## config.mk

```make
export PLATFORM = sky130hd
export DESIGN_NAME = result_writeback_stage
export DESIGN_NICKNAME = d
export VERILOG_FILES = /design/src/rtl/result_writeback_stage.sv
export SDC_FILE = /design/constraint.sdc
export NUM_CORES = 2
export LEC_CHECK = 0
export CAP_MARGIN = 20
export CORE_AREA = 5 5 389 391
export CTS_BUF_LIST = sky130_fd_sc_hd__clkbuf_4
export DETAILED_ROUTE_END_ITERATION = 8
export DIE_AREA = 0 0 394 396
export REMOVE_ABC_BUFFERS = 1
export SLEW_MARGIN = 25
export SYNTH_ARGS = -nofsm -noshare
export SYNTH_HDL_FRONTEND = slang
export SYNTH_SLANG_ARGS = --single-unit
```

## constraint.sdc

```tcl
create_clock -name clk_i -period 14.2 [get_ports clk_i]
set_input_delay 2.84 -clock clk_i [delete_from_list [all_inputs] [get_ports clk_i]]
set_output_delay 2.84 -clock clk_i [all_outputs]
set_load 0.01 [all_outputs]
```

## src/rtl/result_writeback_stage.sv

```systemverilog
// Writeback stage: per-source result FIFOs drained onto VRF bank write ports by per-bank round-robin arbiters.
// Latency: a word accepted at edge t can be written in cycle t+1. Backpressure: result_gnt_o is !full, and a busy bank stalls its heads.
module result_writeback_stage #(
    parameter int unsigned NrSources  = 4,
    parameter int unsigned NrBanks    = 8,
    parameter int unsigned AddrWidth  = 10,
    parameter int unsigned QueueDepth = 2
) (
    input  logic                                 clk_i,
    input  logic                                 rst_i,
    input  logic [NrSources-1:0]                 result_req_i,
    input  logic [NrSources-1:0][AddrWidth-1:0]  result_addr_i,
    input  logic [NrSources-1:0][63:0]           result_wdata_i,
    input  logic [NrSources-1:0][7:0]            result_be_i,
    output logic [NrSources-1:0]                 result_gnt_o,
    output logic [NrSources-1:0]                 result_final_gnt_o,
    input  logic [NrBanks-1:0]                   vrf_bank_busy_i,
    output logic [NrBanks-1:0]                   vrf_req_o,
    output logic [NrBanks-1:0][AddrWidth-1:0]    vrf_addr_o,
    output logic [NrBanks-1:0][63:0]             vrf_wdata_o,
    output logic [NrBanks-1:0][7:0]              vrf_be_o,
    output logic                                 wb_idle_o
);

    localparam int unsigned BankW = (NrBanks > 1) ? $clog2(NrBanks) : 1;
    localparam int unsigned SrcW  = (NrSources > 1) ? $clog2(NrSources) : 1;
    localparam int unsigned PtrW  = (QueueDepth > 1) ? $clog2(QueueDepth) : 1;
    localparam int unsigned CntW  = $clog2(QueueDepth + 1);

    typedef struct packed {
        logic [AddrWidth-1:0] addr;
        logic [63:0]          wdata;
        logic [7:0]           be;
    } wb_entry_t;

    wb_entry_t            fifo_mem  [NrSources][QueueDepth];
    logic [PtrW-1:0]      rd_ptr    [NrSources];
    logic [PtrW-1:0]      wr_ptr    [NrSources];
    logic [CntW-1:0]      occ       [NrSources];
    wb_entry_t            head      [NrSources];
    logic [BankW-1:0]     head_bank [NrSources];
    logic [NrSources-1:0] fifo_empty;
    logic [NrSources-1:0] fifo_full;
    logic [NrSources-1:0] push;
    logic [NrSources-1:0] pop;

    logic [SrcW-1:0]      rr_ptr    [NrBanks];
    logic [SrcW-1:0]      bank_src  [NrBanks];
    logic [NrBanks-1:0]   bank_gnt;

    function automatic logic [PtrW-1:0] next_ptr(input logic [PtrW-1:0] p);
        if (p == PtrW'(QueueDepth - 1)) begin
            return '0;
        end
        return p + 1'b1;
    endfunction

    always_comb begin
        for (int s = 0; s < NrSources; s++) begin
            fifo_empty[s] = (occ[s] == '0);
            fifo_full[s]  = (occ[s] == CntW'(QueueDepth));
            head[s]       = fifo_mem[s][rd_ptr[s]];
            head_bank[s]  = head[s].addr[BankW-1:0];
        end
    end

    // Accept is purely occupancy based: a same-cycle pop never frees a slot early.
    assign result_gnt_o       = ~fifo_full;
    assign push               = result_req_i & ~fifo_full;
    assign wb_idle_o          = &fifo_empty;
    assign result_final_gnt_o = pop;

    always_comb begin
        logic [SrcW-1:0] cand;
        cand        = '0;
        bank_gnt    = '0;
        pop         = '0;
        vrf_req_o   = '0;
        vrf_addr_o  = '0;
        vrf_wdata_o = '0;
        vrf_be_o    = '0;
        for (int b = 0; b < NrBanks; b++) begin
            bank_src[b] = '0;
        end
        for (int b = 0; b < NrBanks; b++) begin
            for (int k = 0; k < NrSources; k++) begin
                cand = SrcW'((int'(rr_ptr[b]) + k) % int'(NrSources));
                if (!bank_gnt[b] && !vrf_bank_busy_i[b] && !fifo_empty[cand] &&
                    (head_bank[cand] == BankW'(b))) begin
                    bank_gnt[b] = 1'b1;
                    bank_src[b] = cand;
                end
            end
            if (bank_gnt[b]) begin
                pop[bank_src[b]] = 1'b1;
                vrf_req_o[b]     = 1'b1;
                vrf_addr_o[b]    = head[bank_src[b]].addr;
                vrf_wdata_o[b]   = head[bank_src[b]].wdata;
                vrf_be_o[b]      = head[bank_src[b]].be;
            end
        end
    end

    always_ff @(posedge clk_i or posedge rst_i) begin
        if (rst_i) begin
            for (int s = 0; s < NrSources; s++) begin
                rd_ptr[s] <= '0;
                wr_ptr[s] <= '0;
                occ[s]    <= '0;
            end
            for (int b = 0; b < NrBanks; b++) begin
                rr_ptr[b] <= '0;
            end
        end else begin
            for (int s = 0; s < NrSources; s++) begin
                if (push[s]) begin
                    wr_ptr[s] <= next_ptr(wr_ptr[s]);
                end
                if (pop[s]) begin
                    rd_ptr[s] <= next_ptr(rd_ptr[s]);
                end
                case ({push[s], pop[s]})
                    2'b10:   occ[s] <= occ[s] + 1'b1;
                    2'b01:   occ[s] <= occ[s] - 1'b1;
                    default: occ[s] <= occ[s];
                endcase
            end
            // Winner moves to lowest priority; an idle or fully stalled bank keeps its pointer.
            for (int b = 0; b < NrBanks; b++) begin
                if (bank_gnt[b]) begin
                    rr_ptr[b] <= (bank_src[b] == SrcW'(NrSources - 1)) ? '0 : bank_src[b] + 1'b1;
                end
            end
        end
    end

    // Payload storage needs no reset: occupancy gates every read of it.
    always_ff @(posedge clk_i) begin
        for (int s = 0; s < NrSources; s++) begin
            if (push[s]) begin
                fifo_mem[s][wr_ptr[s]] <= {result_addr_i[s], result_wdata_i[s], result_be_i[s]};
            end
        end
    end

endmodule

```

==> Yosys cells after proc, flatten, opt, wreduce, memory -nomap -nowiden <==
Memories as Yosys holds them, arrays and structs flattened.
Cells that the tools add are included.
{ "totals": {"memories": 1, "input_bits": 342, "elab_cells": 827, "ram_bits": 656, "out_inout_bits": 673, "register_bits": 32} }
{ "mem_list": {"columns": ["memory", "depth", "width", "rd", "rd_clocked_by_memory_dff", "wr", "line", "text"], "rows": [
  ["fifo_mem", 4, 164, 4, 0, 4, "36", "wb_entry_t fifo_mem [NrSources][QueueDepth];"]
]} }
{ "op_classes": {"reduce_logical": 177, "addsub": 48, "muxes": 376, "eq_ne": 48, "order_cmp": 100, "bitwise": 57} }
{ "op_table": {"columns": ["op", "n"], "rows": [
  ["2-to-1 mux 82 bit", 32],
  ["binary-select mux 82 bit (select 2 bit)", 8],
  ["2-to-1 mux 164 bit", 4],
  ["2-to-1 mux 64 bit", 8],
  ["demux 82 bit (select 1 bit)", 4],
  ["binary-select mux 3 bit (select 2 bit)", 32],
  ["2-to-1 mux 3 bit", 64],
  [">= comparator 3 bit (second input constant)", 40],
  ["less-than comparator 2 x 3 -> 1 bit (second input constant)", 40],
  ["NOT 2 -> 3 bit", 40],
  ["2-to-1 mux 1 bit", 116],
  ["logical AND 1 bit", 100],
  ["2-to-1 mux 10 bit", 8],
  ["2-to-1 mux 2 bit", 40],
  ["binary-select mux 1 bit (select 2 bit)", 32],
  ["zero test 1 bit", 64],
  ["2-to-1 mux 8 bit", 8],
  ["== test 3 bit (second input constant)", 16],
  ["adder 2 x 1 -> 2 bit (second input constant)", 20],
  ["adder 2 bit (second input constant)", 16],
  ["== test 2 bit (second input constant)", 16],
  ["2-to-1 mux 4 bit", 8],
  ["bitwise OR 4 bit", 7],
  ["== test 3 x 2 -> 1 bit (second input constant)", 8],
  ["other kinds (16)", 75]
]} }

==> Depth between registers and ports, before layout <==
{ "logic_depth": {"depth_word": 46, "mapped_depth": 21, "depth_no_buf": 17} }

==> Worst setup path before layout <==
OpenSTA, ideal clock, no wires.
{ "synth_path": {"path_kind": "input -> output", "from": "input port vrf_bank_busy_i[7]", "to": "output port result_final_gnt_o[1]", "arrival_ns": 5.073, "stages": 13, "setup_slack_ns": 6.287, "cell_sequence": "a2111oi_0 o21ba_2 clkbuf_1 buf_2 a21o_1 buf_6 buf_4 inv_1 ha_1 a22oi_1 nand2_1 a221oi_1 o211ai_1"} }
{ "synth_between": {"elab_chain_len": 25, "elab_cells_between_ends": 30} }
{ "synth_lines": {"columns": ["item", "line", "text"], "rows": [
  ["from (decl)", "17", "input logic [NrBanks-1:0] vrf_bank_busy_i,"],
  ["zero test 1 bit *", "88", "if (!bank_gnt[b] && !vrf_bank_busy_i[b] && !fifo_empty[cand] &&"],
  ["logical AND 1 bit (2 in a row)", "88", null],
  ["2-to-1 mux 1 bit", "88", null],
  ["zero test 1 bit", "88", null],
  ["logical AND 1 bit (3 in a row)", "88", null],
  ["2-to-1 mux 1 bit", "88", null],
  ["zero test 1 bit", "88", null],
  ["logical AND 1 bit (3 in a row)", "88", null],
  ["[... 2 more ...]", null, null],
  ["logical AND 1 bit (3 in a row)", "88", null],
  ["2-to-1 mux 2 bit", "88", null],
  ["less-than comparator 2 x 3 -> 1 bit (implied by the code) or >= comparator 2 x 1 -> 1 bit (tied branches)", "95", "pop[bank_src[b]] = 1'b1;"],
  ["logical AND 1 bit (implied by the code)", "95", null],
  ["2-to-1 mux 1 bit (implied by the code)", "95", null],
  ["demux 1 bit (select 2 bit)", "95", null],
  ["bitwise OR 4 bit (no line)", null, null],
  ["2-to-1 mux 4 bit *", "94", "if (bank_gnt[b]) begin"],
  ["to (decl)", "16", "output logic [NrSources-1:0] result_final_gnt_o,"]
]} }
Every way passes the cells marked *; elsewhere a longest branch is shown, timed or not.

==> Worst setup path in the final report <==
{ "layout_path": {"from": "register rd_ptr[1] (netlist bit)", "to": "output port result_final_gnt_o[1]"} }
{ "layout_between": {"elab_chain_len": 44, "elab_cells_between_ends": 355} }
{ "layout_lines": {"columns": ["item", "line", "text"], "rows": [
  ["from (decl)", "37", "logic [PtrW-1:0] rd_ptr [NrSources];"],
  ["from (signal, indexed assignment)", "120", "rd_ptr[s] <= next_ptr(rd_ptr[s]);"],
  ["NOT 1 -> 2 bit (implied by the code) *", "62", "head[s] = fifo_mem[s][rd_ptr[s]];"],
  ["2-to-1 mux 82 bit (implied by the code) * (3 in a row)", "62", null],
  ["binary-select mux 3 bit (select 2 bit)", "89", "(head_bank[cand] == BankW'(b))) begin"],
  ["2-to-1 mux 3 bit (implied by the code) (2 in a row)", "89", null],
  ["zero test 3 bit", "89", null],
  ["logical AND 1 bit", "88", null],
  ["2-to-1 mux 1 bit", "88", null],
  ["zero test 1 bit", "88", null],
  ["[... 25 more ...]", null, null],
  ["bitwise OR 4 bit (no line)", null, null],
  ["2-to-1 mux 4 bit", "94", null],
  ["bitwise OR 4 bit (no line)", null, null],
  ["2-to-1 mux 4 bit", "94", null],
  ["bitwise OR 4 bit (no line)", null, null],
  ["2-to-1 mux 4 bit", "94", null],
  ["bitwise OR 4 bit (no line)", null, null],
  ["2-to-1 mux 4 bit *", "94", null]
]} }
Every way passes the cells marked *; elsewhere a longest branch is shown, timed or not. The select of a mux whose other input is x is not followed.

==> impl_metrics.yaml <==
grt:
  grt_pass1_vias: 48466
  grt_antenna_before_repair: 76
  grt_max_degree: 169
  grt-ovfl-total: 0
  grt_usage: 0.325
  grt_pass1_wl_um: 368000
power_and_ir_drop:
  p_per_area_nw_per_um2: 286
  vdd_drop_max_v: 0.000215
  p_leak_nw: 22.2
yosys:
  yosys_warnings: 0
  synth_top_area_share: 0.394
  ys_types: 95
  netlist_top_cells_count: "edfxtp_1, nor2_1, a21oi_1"
  synth.most_common_cell: "edfxtp_1"
  netlist_area_um2: 50000
  synth_cells: 5307
  synth.avg_cell_area_um2: 9.42
  synthTopCellsByArea: "edfxtp_1, mux2_2, mux2i_1, o22ai_1, a21oi_1"
  synth_edf_count: 656
  synth_top_flop_cell: "edfxtp_1"
  ys_ff_latch: 688
  async_reset_ff_frac: 0.0465
  ys_seq_area_frac: 0.410
  yosysTopAreaCell: "edfxtp_1"
timing:
  setup_violations: 0
  tightest_slew_ns: 1.16
  timing.fmax_ghz: 0.0904
  fin_crit_sh: 0.779
  hold_viol: 0
  drv_slew: 0
  rsz0062_at_grt: "no"
  slew_headroom: 0.229
  finalSetupTns_ns: 0
  fin_crit_ns: 11.07
  fin_ws_ns: 3.13
  skew_ns: 0.0757
floorplan:
  die_x_um: 394
  start_util: 0.340
  die_height_um: 396
  dieArea_um2: 156000
  core_region_area_um2: 147000
  num_rows: 141
  boundaryPins: 1015
routing:
  antenna_left: 0
  post_drt_wl_per_cell_um: 32.7
  drc: 0
  dr.pass1.iters: 6
  wirelength_um: 269000
  drtIter0Drc: 7169
  vias: 53104
  routed_via_density: 6.45
clock_network:
  ctsHoldBuffers: 0
  cts_root_buf: "clkbuf_4"
  clk_pin_slew_ns: 0.06
  cts_resized: 0
  htreeDepth: 4
  cts_buffers: 204
  clockBufferDepth: 3
  clkLatencyLatePin_ns: 1.20
  cts.sinks: 688
  cts_tree: "done"
  cts_setup_buffers: 0
layout:
  area_growth_pct: 28.0
  layout-drive-gt1-share: 0.143
  nFillCells: 14297
  fin_nets: 6476
  stdcell_count: 8232
  postLayoutCellArea_um2: 64000
placed_design:
  gp_congestion: 0.963
  pre_cts_ws_ns: 3.43
  place_hpwl_um: 177000
  io_buffers: 1002
  placed_area_um2: 61300
  dp.cells: 7821
setup_path:
  slowest_stage: "a2111oi_0"
  cp_slowest_stage_delay_ns: 0.81
  end_kind: "output port"
  cp-start-kind: "flip-flop"
  crit_type: "flip-flop to output port"
  crit_fanout: 143
  critPathArrivalTime_ns: 8.23
  worstPathRequired_ns: 11.36
  path_cells: "buf_4 > mux2i_1 > a2111oi_0 > nor3_1 > o211ai_1 > buf_12 > o21a_4 > a21o_1 > buf_4 > inv_1 > ha_1 > a22oi_1 > nand2_1 > a221oi_1 > o211ai_1 > clkdlybuf4s50_1"
hold_path:
  hp-class: "flip-flop to flip-flop"
job:
  cap_violations: 0
run_status:
  status: "finished, final reports clean"
## metal layers
layer / global-route usage / vias up / share of wire
met4: 0.192 / 24 / 0.064
met5: 0 / - / 0.00060
met2: 0.499 / 4039 / 0.44
met1: 0.403 / 25743 / 0.37
li1: - / 22415 / -
met3: 0.0990 / 883 / 0.12
## layout make-up
class	count	area (um2)	share of cell area
Multi-Input combinational cell	4059	27300	0.427
Sequential cell	688	20500	0.321
Timing Repair Buffer	1112	11000	0.172
Tap cell	1930	2410	0.0377
Clock buffer	288	2160	0.0338
Clock inverter	63	320	0.00501
Antenna cell	59	148	0.00231
Inverter	33	126	0.00198
## placed cells by master (no fill, tap or decap), drive strengths merged, types with 74 or more instances in the layout
master	instances
buf	110
o32ai	96
a22oi	88
o22ai	388
o21ai	492
nor4	76
mux2	395
clkbuf	288
nand2	435
a221oi	155
mux2i	427
nor2	597
a31oi	74
a21oi	460
edfxtp	656
clkdlybuf4s50	1002
## state kept, by name, indices dropped and copies added (netlist names)
| signal | flops |
|---|---|
| fifo_mem | 656 |
| wr_ptr | 4 |
| rr_ptr | 16 |
| occ | 8 |
| rd_ptr | 4 |
## critical path, delay by kind of cell (launching register included)
| family | cells | cell delay (ns) |
|---|---|---|
| DFF | 1 | 0.70 |
| adders and majority gates | 1 | 0.19 |
| and+or+nand+nor | 2 | 0.33 |
| AOI/OAI and AO/OA | 7 | 2.95 |
| muxes | 1 | 0.30 |
| buffers and inverters | 5 | 2.38 |
## cell families after synthesis
group | Yosys count | synth area share
AO/OA/AOI/OAI | 1942 | 0.245
buffers and inverters | 571 | 0.0500
adder cells (fa/ha/maj) | 37 | 0.00922
multiplexers | 829 | 0.178
other | 1 | 0.0000751
AND/OR/NAND/NOR | 1219 | 0.104
XOR/XNOR | 20 | 0.00351
flip-flops | 688 | 0.410
## through the flow
stage	hold WS, ns	util	total power, mW
floorplan	0.460	-	10.8
global placement	0.502	0.417	16.0
detailed placement	0.517	0.417	16.1
CTS	0.528	0.434	18.1
global route	0.541	0.435	19.0
finish	0.526	0.435	18.3
## power by group
group          internal (mW)  switching, mW  total (mW)
clock                  0.963          0.936        1.90
combinational           5.02           8.29        13.3
sequential              2.79          0.324        3.12
## final timing paths
path	slack (ns)	cells past startpoint	startpoint	endpoint
max	3.13	16	rd_ptr[1]	result_final_gnt_o[1]
min	0.53	1	occ[5]	occ[5]
max reg2reg	6.98	18	rd_ptr[1]	occ[5]
min reg2reg	0.53	1	occ[5]	occ[5]
max in group asynchronous	11.30	2	rst_i	rd_ptr[0]
min in group asynchronous	2.19	2	rst_i	occ[4]
No activity file was read; power rests on OpenSTA's default activity.
